File: src/rtl/led_ctrl_pkg.sv
// Shared types and helpers for the multi-channel LED driver.
package led_ctrl_pkg;

    typedef enum logic [1:0] {
        LED_OFF   = 2'd0,
        LED_ON    = 2'd1,
        LED_BLINK = 2'd2,
        LED_PWM   = 2'd3
    } led_mode_t;

    // Half-period giving a 1 Hz blink: toggle every CLK_MHZ*500000 cycles.
    function automatic int unsigned default_half_period(input int unsigned clk_mhz);
        return clk_mhz * 500000 - 1;
    endfunction

endpackage

File: src/rtl/led_ctrl_if.sv
// Configuration write port of the LED driver: one-cycle write strobe plus payload.
interface led_ctrl_if
    import led_ctrl_pkg::*;
#(
    parameter int NUM_CH   = 4,
    parameter int DIV_W    = 32,
    parameter int PWM_BITS = 8
);
    localparam int CH_W = (NUM_CH > 1) ? $clog2(NUM_CH) : 1;

    logic                cfg_we;
    logic [CH_W-1:0]     cfg_ch;
    led_mode_t           cfg_mode;
    logic [DIV_W-1:0]    cfg_half_period;
    logic [PWM_BITS-1:0] cfg_duty;

    modport master (
        output cfg_we, cfg_ch, cfg_mode, cfg_half_period, cfg_duty
    );

    modport slave (
        input cfg_we, cfg_ch, cfg_mode, cfg_half_period, cfg_duty
    );

endinterface

File: src/rtl/led_ctrl_channel.sv
// One LED channel: mode, blink counter/phase and PWM duty.
// Optional macro LED_BREATHE_EN: in PWM mode the duty ramps up and down as a
// triangle wave, one step per half-period expiry.
module led_channel
    import led_ctrl_pkg::*;
#(
    parameter int CLK_MHZ  = 50,
    parameter int DIV_W    = 32,
    parameter int PWM_BITS = 8
) (
    input  logic                clk,
    input  logic                rst,
    input  logic                wr_en_i,
    input  led_mode_t           mode_i,
    input  logic [DIV_W-1:0]    half_period_i,
    input  logic [PWM_BITS-1:0] duty_i,
    input  logic [PWM_BITS-1:0] pwm_cnt_i,
    output logic                led_next_o
);
    localparam logic [DIV_W-1:0] HALF_RST = DIV_W'(default_half_period(CLK_MHZ));

    led_mode_t           mode_q;
    logic [DIV_W-1:0]    half_q;
    logic [DIV_W-1:0]    cnt_q, cnt_d;
    logic                phase_q, phase_d;
    logic [PWM_BITS-1:0] duty_q, duty_d;
    logic                expire;
    logic                phase_run;

    assign expire    = (cnt_q == half_q);
    // Phase the running blink would reach this edge, ignoring any write.
    assign phase_run = expire ? ~phase_q : phase_q;

`ifdef LED_BREATHE_EN
    localparam logic [PWM_BITS-1:0] DUTY_MAX = '1;
    logic dir_q, dir_d;
    logic step_up;
    // At either end of the ramp the step direction is forced inward.
    assign step_up = dir_q ? (duty_q != DUTY_MAX) : (duty_q == '0);
`endif

    // Next-state for counter, phase and duty; a config write restarts the channel.
    always_comb begin
        cnt_d   = cnt_q;
        phase_d = phase_q;
        duty_d  = duty_q;
`ifdef LED_BREATHE_EN
        dir_d   = dir_q;
`endif
        case (mode_q)
            LED_BLINK: begin
                if (expire) begin
                    cnt_d   = '0;
                    phase_d = ~phase_q;
                end else begin
                    cnt_d = cnt_q + DIV_W'(1);
                end
            end
            LED_PWM: begin
`ifdef LED_BREATHE_EN
                if (expire) begin
                    cnt_d  = '0;
                    duty_d = step_up ? duty_q + PWM_BITS'(1) : duty_q - PWM_BITS'(1);
                    dir_d  = step_up ? (duty_d != DUTY_MAX) : (duty_d == '0);
                end else begin
                    cnt_d = cnt_q + DIV_W'(1);
                end
`else
                cnt_d = '0;
`endif
            end
            default: cnt_d = '0;
        endcase
        if (wr_en_i) begin
            cnt_d   = '0;
            phase_d = 1'b0;
            duty_d  = duty_i;
`ifdef LED_BREATHE_EN
            dir_d   = 1'b1;
`endif
        end
    end

    // Channel state registers.
    always_ff @(posedge clk) begin
        if (rst) begin
            mode_q  <= LED_OFF;
            half_q  <= HALF_RST;
            cnt_q   <= '0;
            phase_q <= 1'b0;
            duty_q  <= '0;
`ifdef LED_BREATHE_EN
            dir_q   <= 1'b1;
`endif
        end else begin
            if (wr_en_i) begin
                mode_q <= mode_i;
                half_q <= half_period_i;
            end
            cnt_q   <= cnt_d;
            phase_q <= phase_d;
            duty_q  <= duty_d;
`ifdef LED_BREATHE_EN
            dir_q   <= dir_d;
`endif
        end
    end

    // LED value to be registered at the top; blink follows the phase it reaches this edge.
    always_comb begin
        led_next_o = 1'b0;
        case (mode_q)
            LED_OFF:   led_next_o = 1'b0;
            LED_ON:    led_next_o = 1'b1;
            LED_BLINK: led_next_o = phase_run;
            LED_PWM:   led_next_o = (pwm_cnt_i < duty_q);
            default:   led_next_o = 1'b0;
        endcase
    end

endmodule

File: src/rtl/led_ctrl.sv
// Multi-channel LED driver top: shared PWM counter, write decode, registered LEDs.
// Optional macro LED_BREATHE_EN enables triangle-wave duty ramping in PWM mode.
module led_ctrl
    import led_ctrl_pkg::*;
#(
    parameter int CLK_MHZ  = 50,
    parameter int NUM_CH   = 4,
    parameter int DIV_W    = 32,
    parameter int PWM_BITS = 8
) (
    input  logic              clk,
    input  logic              rst,
    led_ctrl_if.slave         cfg,
    output logic [NUM_CH-1:0] led
);
    localparam int CH_W = (NUM_CH > 1) ? $clog2(NUM_CH) : 1;

    logic [PWM_BITS-1:0] pwm_cnt_q;
    logic [NUM_CH-1:0]   led_q;
    logic [NUM_CH-1:0]   led_d;

    // Free-running PWM frame counter shared by all channels.
    always_ff @(posedge clk) begin
        if (rst) begin
            pwm_cnt_q <= '0;
        end else begin
            pwm_cnt_q <= pwm_cnt_q + PWM_BITS'(1);
        end
    end

    // One channel per LED; an out-of-range cfg_ch matches no channel.
    generate
        for (genvar gi = 0; gi < NUM_CH; gi++) begin : g_ch
            logic wr_en;
            assign wr_en = cfg.cfg_we && (cfg.cfg_ch == CH_W'(gi));

            led_channel #(
                .CLK_MHZ  (CLK_MHZ),
                .DIV_W    (DIV_W),
                .PWM_BITS (PWM_BITS)
            ) u_ch (
                .clk           (clk),
                .rst           (rst),
                .wr_en_i       (wr_en),
                .mode_i        (cfg.cfg_mode),
                .half_period_i (cfg.cfg_half_period),
                .duty_i        (cfg.cfg_duty),
                .pwm_cnt_i     (pwm_cnt_q),
                .led_next_o    (led_d[gi])
            );
        end
    endgenerate

    // Registered LED outputs.
    always_ff @(posedge clk) begin
        if (rst) begin
            led_q <= '0;
        end else begin
            led_q <= led_d;
        end
    end

    assign led = led_q;

endmodule

File: src/flat_wrapper.sv
// flat-port wrapper written by rule: the top's interface ports become plain ports
module led_ctrl_flat import led_ctrl_pkg::*;
#(
    parameter int CLK_MHZ  = 50,
    parameter int NUM_CH   = 4,
    parameter int DIV_W    = 32,
    parameter int PWM_BITS = 8
)
  (clk, rst, led, cfg_cfg_we, cfg_cfg_ch, cfg_cfg_mode, cfg_cfg_half_period, cfg_cfg_duty);
  led_ctrl_if #(.NUM_CH(NUM_CH), .DIV_W(DIV_W), .PWM_BITS(PWM_BITS)) cfg_i ();
  input  logic clk;
  input  logic rst;
  output logic [NUM_CH-1:0] led;
  input wire logic [$bits(cfg_i.cfg_we)-1:0] cfg_cfg_we;
  input wire logic [$bits(cfg_i.cfg_ch)-1:0] cfg_cfg_ch;
  input wire logic [$bits(cfg_i.cfg_mode)-1:0] cfg_cfg_mode;
  input wire logic [$bits(cfg_i.cfg_half_period)-1:0] cfg_cfg_half_period;
  input wire logic [$bits(cfg_i.cfg_duty)-1:0] cfg_cfg_duty;
  assign cfg_i.cfg_we = cfg_cfg_we;
  assign cfg_i.cfg_ch = cfg_cfg_ch;
  assign cfg_i.cfg_mode = cfg_cfg_mode;
  assign cfg_i.cfg_half_period = cfg_cfg_half_period;
  assign cfg_i.cfg_duty = cfg_cfg_duty;
  led_ctrl #(.CLK_MHZ(CLK_MHZ), .NUM_CH(NUM_CH), .DIV_W(DIV_W), .PWM_BITS(PWM_BITS)) u_core (.clk(clk), .rst(rst), .cfg(cfg_i), .led(led));
endmodule
File: config.mk
export PLATFORM = sky130hd
export DESIGN_NAME = led_ctrl_flat
export DESIGN_NICKNAME = d
export VERILOG_FILES = /design/src/rtl/led_ctrl_pkg.sv /design/src/rtl/led_ctrl_if.sv /design/src/rtl/led_ctrl_channel.sv /design/src/rtl/led_ctrl.sv /design/src/flat_wrapper.sv
export SDC_FILE = /design/constraint.sdc
export NUM_CORES = 1
export LEC_CHECK = 0
export BUFFER_PORTS_ARGS = -buffer_cell sky130_fd_sc_hd__buf_2
export CAP_MARGIN = 0
export CORE_MARGIN = 8
export CORE_UTILIZATION = 55
export DETAILED_ROUTE_END_ITERATION = 8
export PLACE_DENSITY = 0.72
export SLEW_MARGIN = 40
export SYNTH_ARGS = -nofsm -noshare
export SYNTH_HDL_FRONTEND = slang
export SYNTH_HIERARCHICAL = 1
export SYNTH_SLANG_ARGS = --single-unit
File: constraint.sdc
create_clock -name clk -period 5.1 [get_ports clk]
set_clock_uncertainty 0.05 [all_clocks]
set_input_delay 0.51 -clock clk [delete_from_list [all_inputs] [get_ports clk]]
set_output_delay 0.51 -clock clk [all_outputs]
set_load 0.01 [all_outputs]
==> results.md, run 1 <==
- Status: finished, final reports clean
- I/O Pins: 51
- Largest delay share family, worst path: simple AND/OR/NAND/NOR gates
- Clock root cell: clkbuf_16
- Arr. time, crit path: 2.67 ns
- Vias in the first global route: approximately 10000
- Max cap viols: 0
- Cell-internal power: between 0.004 and 0.005 W
- Seq cells post-synth: 312
- First-pass GRT wire length: 53900 um
- WP buf/inv: 0
- Post-synthesis sequential area ratio: between 40% and 50%
- Comb power frac: under 10%
- Crit. End Element: flip-flop
- Yosys warning total: 6
- Starting density of the core: 55.3%
- Share of layout cells above drive strength 1: under 10%
- Final Cycle Share: a little under half
- 1st-pass router iterations: 5
- Rel. slew slack: between 40% and 50%
- VDD IR-drop max: just under 0.3 mV
- Hold_buf cts: 0
- Rows: 59
- Ys flop type: dfxtp_1
- DR vias: between 10000 and 15000
- Filler cell count: between 2000 and 2500
- Inst Count DP: 1849
- Worst path cell trace: ha_1 > nand2_1 > nor3_1 > nand4_1 > nor2_1 > xnor2_1 > nor2_1
- Total power: about 0.0055 W
- WS Path Type: flip-flop to flip-flop
- Slew @ Worst Pin: ~0.81 ns
- Cell taking the most area after synthesis: dfxtp_1
- Non-Filler Instances: between 1500 and 2000
- Clock transition at path regs: about 0.060 ns
- PwrDens: roughly 350 mW/mm2
- Pin count of the biggest net entering global routing: approximately 110
- H-tree levels: 2
- Skew-Pair Late Insertion Delay: 0.51 ns
- Nets: 1630
- DRC: 0
- Mean Syn Cell Area: roughly 9.3 um2
- Count of pins over their slew limit: 0
- Routed WL per cell: 17.9 um
- FFs w/ async S/R, synth: 0%
- Clk sinks: 312
- Core Area: around 0.026 mm2
- Post-synthesis cell count: between 1500 and 2000
- Die Area: approximately 0.031 mm2
- RSZ-0062 raised after global routing: no
- CTS Buffer Depth: 3
- Sequential share of power: 46.0%
- Max Fclk: approximately 430 MHz
- Post-synth top cells: 312 x dfxtp_1, 273 x nor2_1, 190 x xor2_1
- Switch Pwr: 0.00121 W
- Hold Fails Final Rpt: 0
- Post-synth top area share: between 40% and 50%
- Synth area leaders: dfxtp_1 44%, xor2_1 12%, nor2_1 7.2%
- Setup tns final: 0 ns
- DRT Wirelength: 34100 um
- EDFF count, synth: 0
- Die X: 177 um
- Final design area excluding fillers: around 0.016 mm2
- Critical path startpoint category: flip-flop
- Placed cell areas: approximately 0.015 mm2
- Grt ovf: 0
- Switching portion of total power: a little over a fifth
- Num CTS Buffers: 34
- Setup violators final: 0
- CP Max Fanout: 7
- HP Class: primary input to flip-flop
- Die height: between 150 and 200 um
- Top cell by count, worst path: nor2_1
- Routed vias/inst: 5.44
- Slowest CP cell: nor3_1
- Clk pwr share: between 40% and 50%
- Setup Buffers After CTS: 0
- CP Data Required Time: 5.42 ns
- Final ANT Viol Nets: 0
- Most frequent cell after synthesis: dfxtp_1
- IO buf count: 50
- Mapped cell area: about 0.014 mm2
- Initial antenna violation count: 0
- Slowest Stage Delay on Critical Path: around 0.67 ns
- Leakage dissipation: 5.83 nW
- Mapped Nets: approximately 1600
- Total GRT Usage: 21.6%
- CTS tree: done
- N_diodes: 0
- RePlAce Congestion: between 0.8 and 0.9
- Number of distinct library cells after synthesis: 39
- DP Wirelength: 23500 um
- Crit path time final: between 2 and 2.5 ns
- Layout area overhead: 11.9%
- Cts repair resizes: 0
- Initial DRC Count: roughly 700
- Hold Slack: 0.276 ns
-- layer usage --
metal / track usage (%) / vias up / routed length (um)
li1: - / 5175 / -
met1: 27.5 / 4918 / 15500
met2: 36.7 / 201 / 16200
met3: 2.97 / 74 / 1370
met4: 8.44 / 0 / 1120
met5: 0 / - / 0
-- power groups by stage --
stage / combinational [W] / sequential [W] / clock [W]
2_1_floorplan: 0.000203 / 0.00258 / 0
3_3_place_gp: 0.000296 / 0.00259 / 0
3_5_place_dp: 0.000301 / 0.00259 / 0
4_1_cts: 0.000304 / 0.00254 / 0.00272
5_1_grt: 0.000334 / 0.00255 / 0.00282
6_report: 0.000305 / 0.00254 / 0.00267
-- cell families (layout without fill, tap and decap cells) --
logic type,count (synthesis),after routing,synth area share [%]
compound gates,102,102,5.67
buf+inv,107,154,3.10
xor+xnor,259,259,16.0
simple gates,612,612,21.4
fa+ha+maj,33,33,2.91
flops,312,312,43.9
mux,100,100,7.04
-- cells in the final DEF (no fill, tap or decap), types with 23 or more instances in the layout --
cell | synthesis | layout
nor3_1 | 24 | 23
a211o_1 | 68 | 68
xor2_1 | 190 | 190
xnor2_1 | 69 | 69
inv_1 | 41 | 41
dfxtp_1 | 312 | 312
nor2_1 | 273 | 272
nor4_1 | 36 | 36
ha_1 | 33 | 33
nand2_1 | 68 | 68
nand3_1 | 26 | 26
clkbuf_16 | 0 | 37
nor2b_1 | 73 | 73
buf_2 | 20 | 49
nand4_1 | 42 | 42
mux2i_1 | 100 | 100
-- through the flow --
stage / setup slack [ns] / utilization (%)
6_report: 2.75 / 61.9
5_1_grt: 2.54 / 61.9
4_1_cts: 2.74 / 61.9
3_5_place_dp: 2.49 / 57.1
3_3_place_gp: 2.38 / 57.0
2_1_floorplan: 3.01 / -
-- tightest hold or removal path: cells and delay by family --
kind,cells,cell delay (ns)
multiplexers,1,0.08
buffers and inverters,1,0.14
AND/OR/NAND/NOR,1,0.07
-- state kept, by name, indices dropped and copies added (netlist names) --
name	cells
u_core/g_ch.u_ch/cnt_q	128
u_core/g_ch.u_ch/half_q	128
u_core/g_ch.u_ch/duty_q	32
u_core/g_ch.u_ch/mode_q	8
u_core/pwm_cnt_q	8
u_core/g_ch.u_ch/phase_q	4
u_core/led	4
-- final cells by class --
| type | instances | area, um2 | area share [%] |
|---|---|---|---|
| Inverter | 41 | 154 | 0.968 |
| Timing Repair Buffer | 55 | 298 | 1.87 |
| Clock buffer | 42 | 995 | 6.26 |
| Sequential cell | 312 | 6250 | 39.3 |
| Tap cell | 335 | 419 | 2.64 |
| Clock inverter | 16 | 239 | 1.50 |
| Multi-Input combinational cell | 1106 | 7550 | 47.5 |
-- worst paths after layout --
check / to / slack (ns) / depth (start not counted) / startpoint
min: u_core/g_ch[0].u_ch/duty_q[7] / 0.28 / 3 / cfg_cfg_duty[7]
min reg2reg: u_core/g_ch[1].u_ch/cnt_q[0] / 0.43 / 1 / u_core/g_ch[1].u_ch/cnt_q[0]
max: u_core/g_ch[3].u_ch/cnt_q[30] / 2.75 / 7 / u_core/g_ch[3].u_ch/cnt_q[0]
max reg2reg: u_core/g_ch[3].u_ch/cnt_q[30] / 2.75 / 7 / u_core/g_ch[3].u_ch/cnt_q[0]
Note: power is estimated with default switching activity, not from simulation.
==> run 2: changes to the inputs <==
Settings changed: PLACE_DENSITY 0.72 to 0.75.
Clock period 5.1 ns to 1.9 ns, I/O delays scaled along.
==> results.md, run 2 (synthesized netlist as in run 1, its figures left out) <==
- Clock transition at path regs: 0.06 ns (about the same)
- PwrDens: 780 mW/mm2 (+120%)
- RSZ-0062 raised after global routing: yes
- Setup violators final: 130 (+130)
- WP buf/inv: 1 (+1)
- DRC: 0 (unchanged)
- IO buf count: 50 (unchanged)
- DRT Wirelength: 41700 um (+22%)
- DP Wirelength: 24800 um (+5.7%)
- Die height: 177 um (unchanged)
- I/O Pins: 51 (unchanged)
- 1st-pass router iterations: 7 (+2)
- Area occupied by multi-input gates: 0.00874 mm2 (+16%)
- Initial antenna violation count: 1 (+1)
- Pin count of the biggest net entering global routing: 61 (-42%)
- Clk sinks: 312 (unchanged)
- WS Path Type: flip-flop to flip-flop
- H-tree levels: 2 (unchanged)
- Num CTS Buffers: 34 (unchanged)
- Pre-CTS setup slack: -0.101 ns (-2.59 ns)
- CTS tree: done
- Layout area overhead: 31.3%
- Vias in the first global route: 10712 (+6.0%)
- Die X: 177 um (unchanged)
- Slew @ Worst Pin: 0.534 ns (-0.279 ns)
- Setup tns final: -9.22 ns (-9.22 ns)
- FF/Latch Area: 0.00640 mm2 (+2.5%)
- DR vias: 11747 (+13%)
- Crit path time final: 2.06 ns (-0.286 ns)
- Slowest CP cell: or4_4
- Max Fclk: 485 MHz (+14%)
- VDD IR-drop max: 0.800 mV (+170%)
- Commonest cells after routing, fill and taps aside: 218 x dfxtp_1, 167 x nor2_1, 152 x xor2_1, 123 x buf_4, 100 x mux2i_1
- Arr. time, crit path: 2.45 ns (-0.22 ns)
- First-pass GRT wire length: 56400 um (+4.7%)
- Filler cell count: 1688 (-24%)
- Die Area: 0.0312 mm2 (unchanged)
- Final ANT Viol Nets: 0 (unchanged)
- Slowest Stage Delay on Critical Path: 0.63 ns (-0.04 ns)
- Leakage dissipation: 6.85 nW (+17%)
- Core Area: 0.0257 mm2 (unchanged)
- CTS Buffer Depth: 3 (unchanged)
- Share of layout cells above drive strength 1: 31.9% (+22 points)
- Routed WL per cell: 20.2 um (+13%)
- Clock root cell: clkbuf_16
- Total GRT Usage: 22.7% (+1.0 points)
- Starting density of the core: 55.3% (unchanged)
- Commonest non-fill, non-tap cell in the layout: dfxtp_1
- Setup ws final: -0.163 ns (-2.91 ns)
- Worst path cell trace: xor2_1 > nor4_2 > nand4_1 > nor2_4 > or4_4 > clkbuf_16 > nor2_1
- HP Class: primary input to flip-flop
- Hold Fails Final Rpt: 0 (unchanged)
- Status: complete, but fails checks
- Max cap viols: 0 (unchanged)
- Largest delay share family, worst path: simple AND/OR/NAND/NOR gates
- Largest registers: u_core/g_ch.u_ch/cnt_q (128), u_core/g_ch.u_ch/half_q (128), u_core/g_ch.u_ch/duty_q (32)
- Rows: 59 (unchanged)
- RePlAce Congestion: 0.865 (+5.2%)
- CP Max Fanout: 8 (+1)
- Rel. slew slack: 64.4% (+19 points)
- Nets: 1790 (+9.8%)
- Count of pins over their slew limit: 0 (unchanged)
- Critical path startpoint category: flip-flop
- Routed vias/inst: 5.67 (+4.3%)
- Initial DRC Count: 1002 (+44%)
- Final Cycle Share: 109% (+63 points)
- Skew-Pair Late Insertion Delay: 0.52 ns (about the same)
- Crit. End Element: flip-flop
- CP Data Required Time: 2.29 ns (-3.13 ns)
- Grt ovf: 0 (unchanged)
- Failing checks: negative setup slack
## run 2: path summary, 6_finish.rpt
kind,start,end,slack (ns),cells past startpoint
worst max-delay path,u_core/g_ch[2].u_ch/cnt_q[2],u_core/g_ch[2].u_ch/cnt_q[23],-0.16,7
worst min-delay path,cfg_cfg_half_period[18],u_core/g_ch[0].u_ch/half_q[18],0.02,2
worst max register to register,u_core/g_ch[2].u_ch/cnt_q[2],u_core/g_ch[2].u_ch/cnt_q[23],-0.16,7
worst min register to register,u_core/g_ch[3].u_ch/cnt_q[0],u_core/g_ch[3].u_ch/cnt_q[0],0.42,1
## run 2: per-stage QoR
step	cells	instance area [um2]	hold slack, ns	power, W	util (%)
finish	2071	18700	0.0209	0.0146	72.7
global route	2071	18700	0.0000800	0.0150	72.7
global placement	1954	15500	0.409	0.00779	60.4
CTS	2035	16900	0.00327	0.0145	65.9
detailed placement	1954	15500	0.421	0.00782	60.4
floorplan	1525	14200	0.212	0.00747	-
## run 2: what timing repair did
item | CTS | global route
resized for setup | 23 | 358
pin swaps | 8 | 150
gates cloned | 0 | 12
hold buffers | 20 | 1
setup endpoints to repair | 103 | 133
buffers inserted | 0 | 27
hold endpoints to repair | 68 | 2
## run 2: area by class of cell
class / count / area share, %
inverters: 41 / 0.825
diodes: 1 / 0.0134
clock buffers: 53 / 5.77
repair buffers: 215 / 9.63
flip-flops and latches: 312 / 34.3
multi-input cells: 1106 / 46.8
clock inverters: 8 / 0.396
well taps: 335 / 2.25
## run 2: power by group
part           internal (W)  switching (W)  total, W
Combinational      0.000424       0.000574  0.000998
Sequential          0.00668       0.000124   0.00681
Clock               0.00404        0.00271   0.00675
Total                0.0112        0.00340    0.0146
## run 2: metal layers
metal / up-vias / part of all wire, % / global-route usage, %
met5: - / 0 / 0
li1: 5463 / - / -
met2: 470 / 48 / 36.2
met3: 133 / 6.3 / 3.20
met4: 0 / 5.2 / 10.2
met1: 5681 / 41 / 30.1
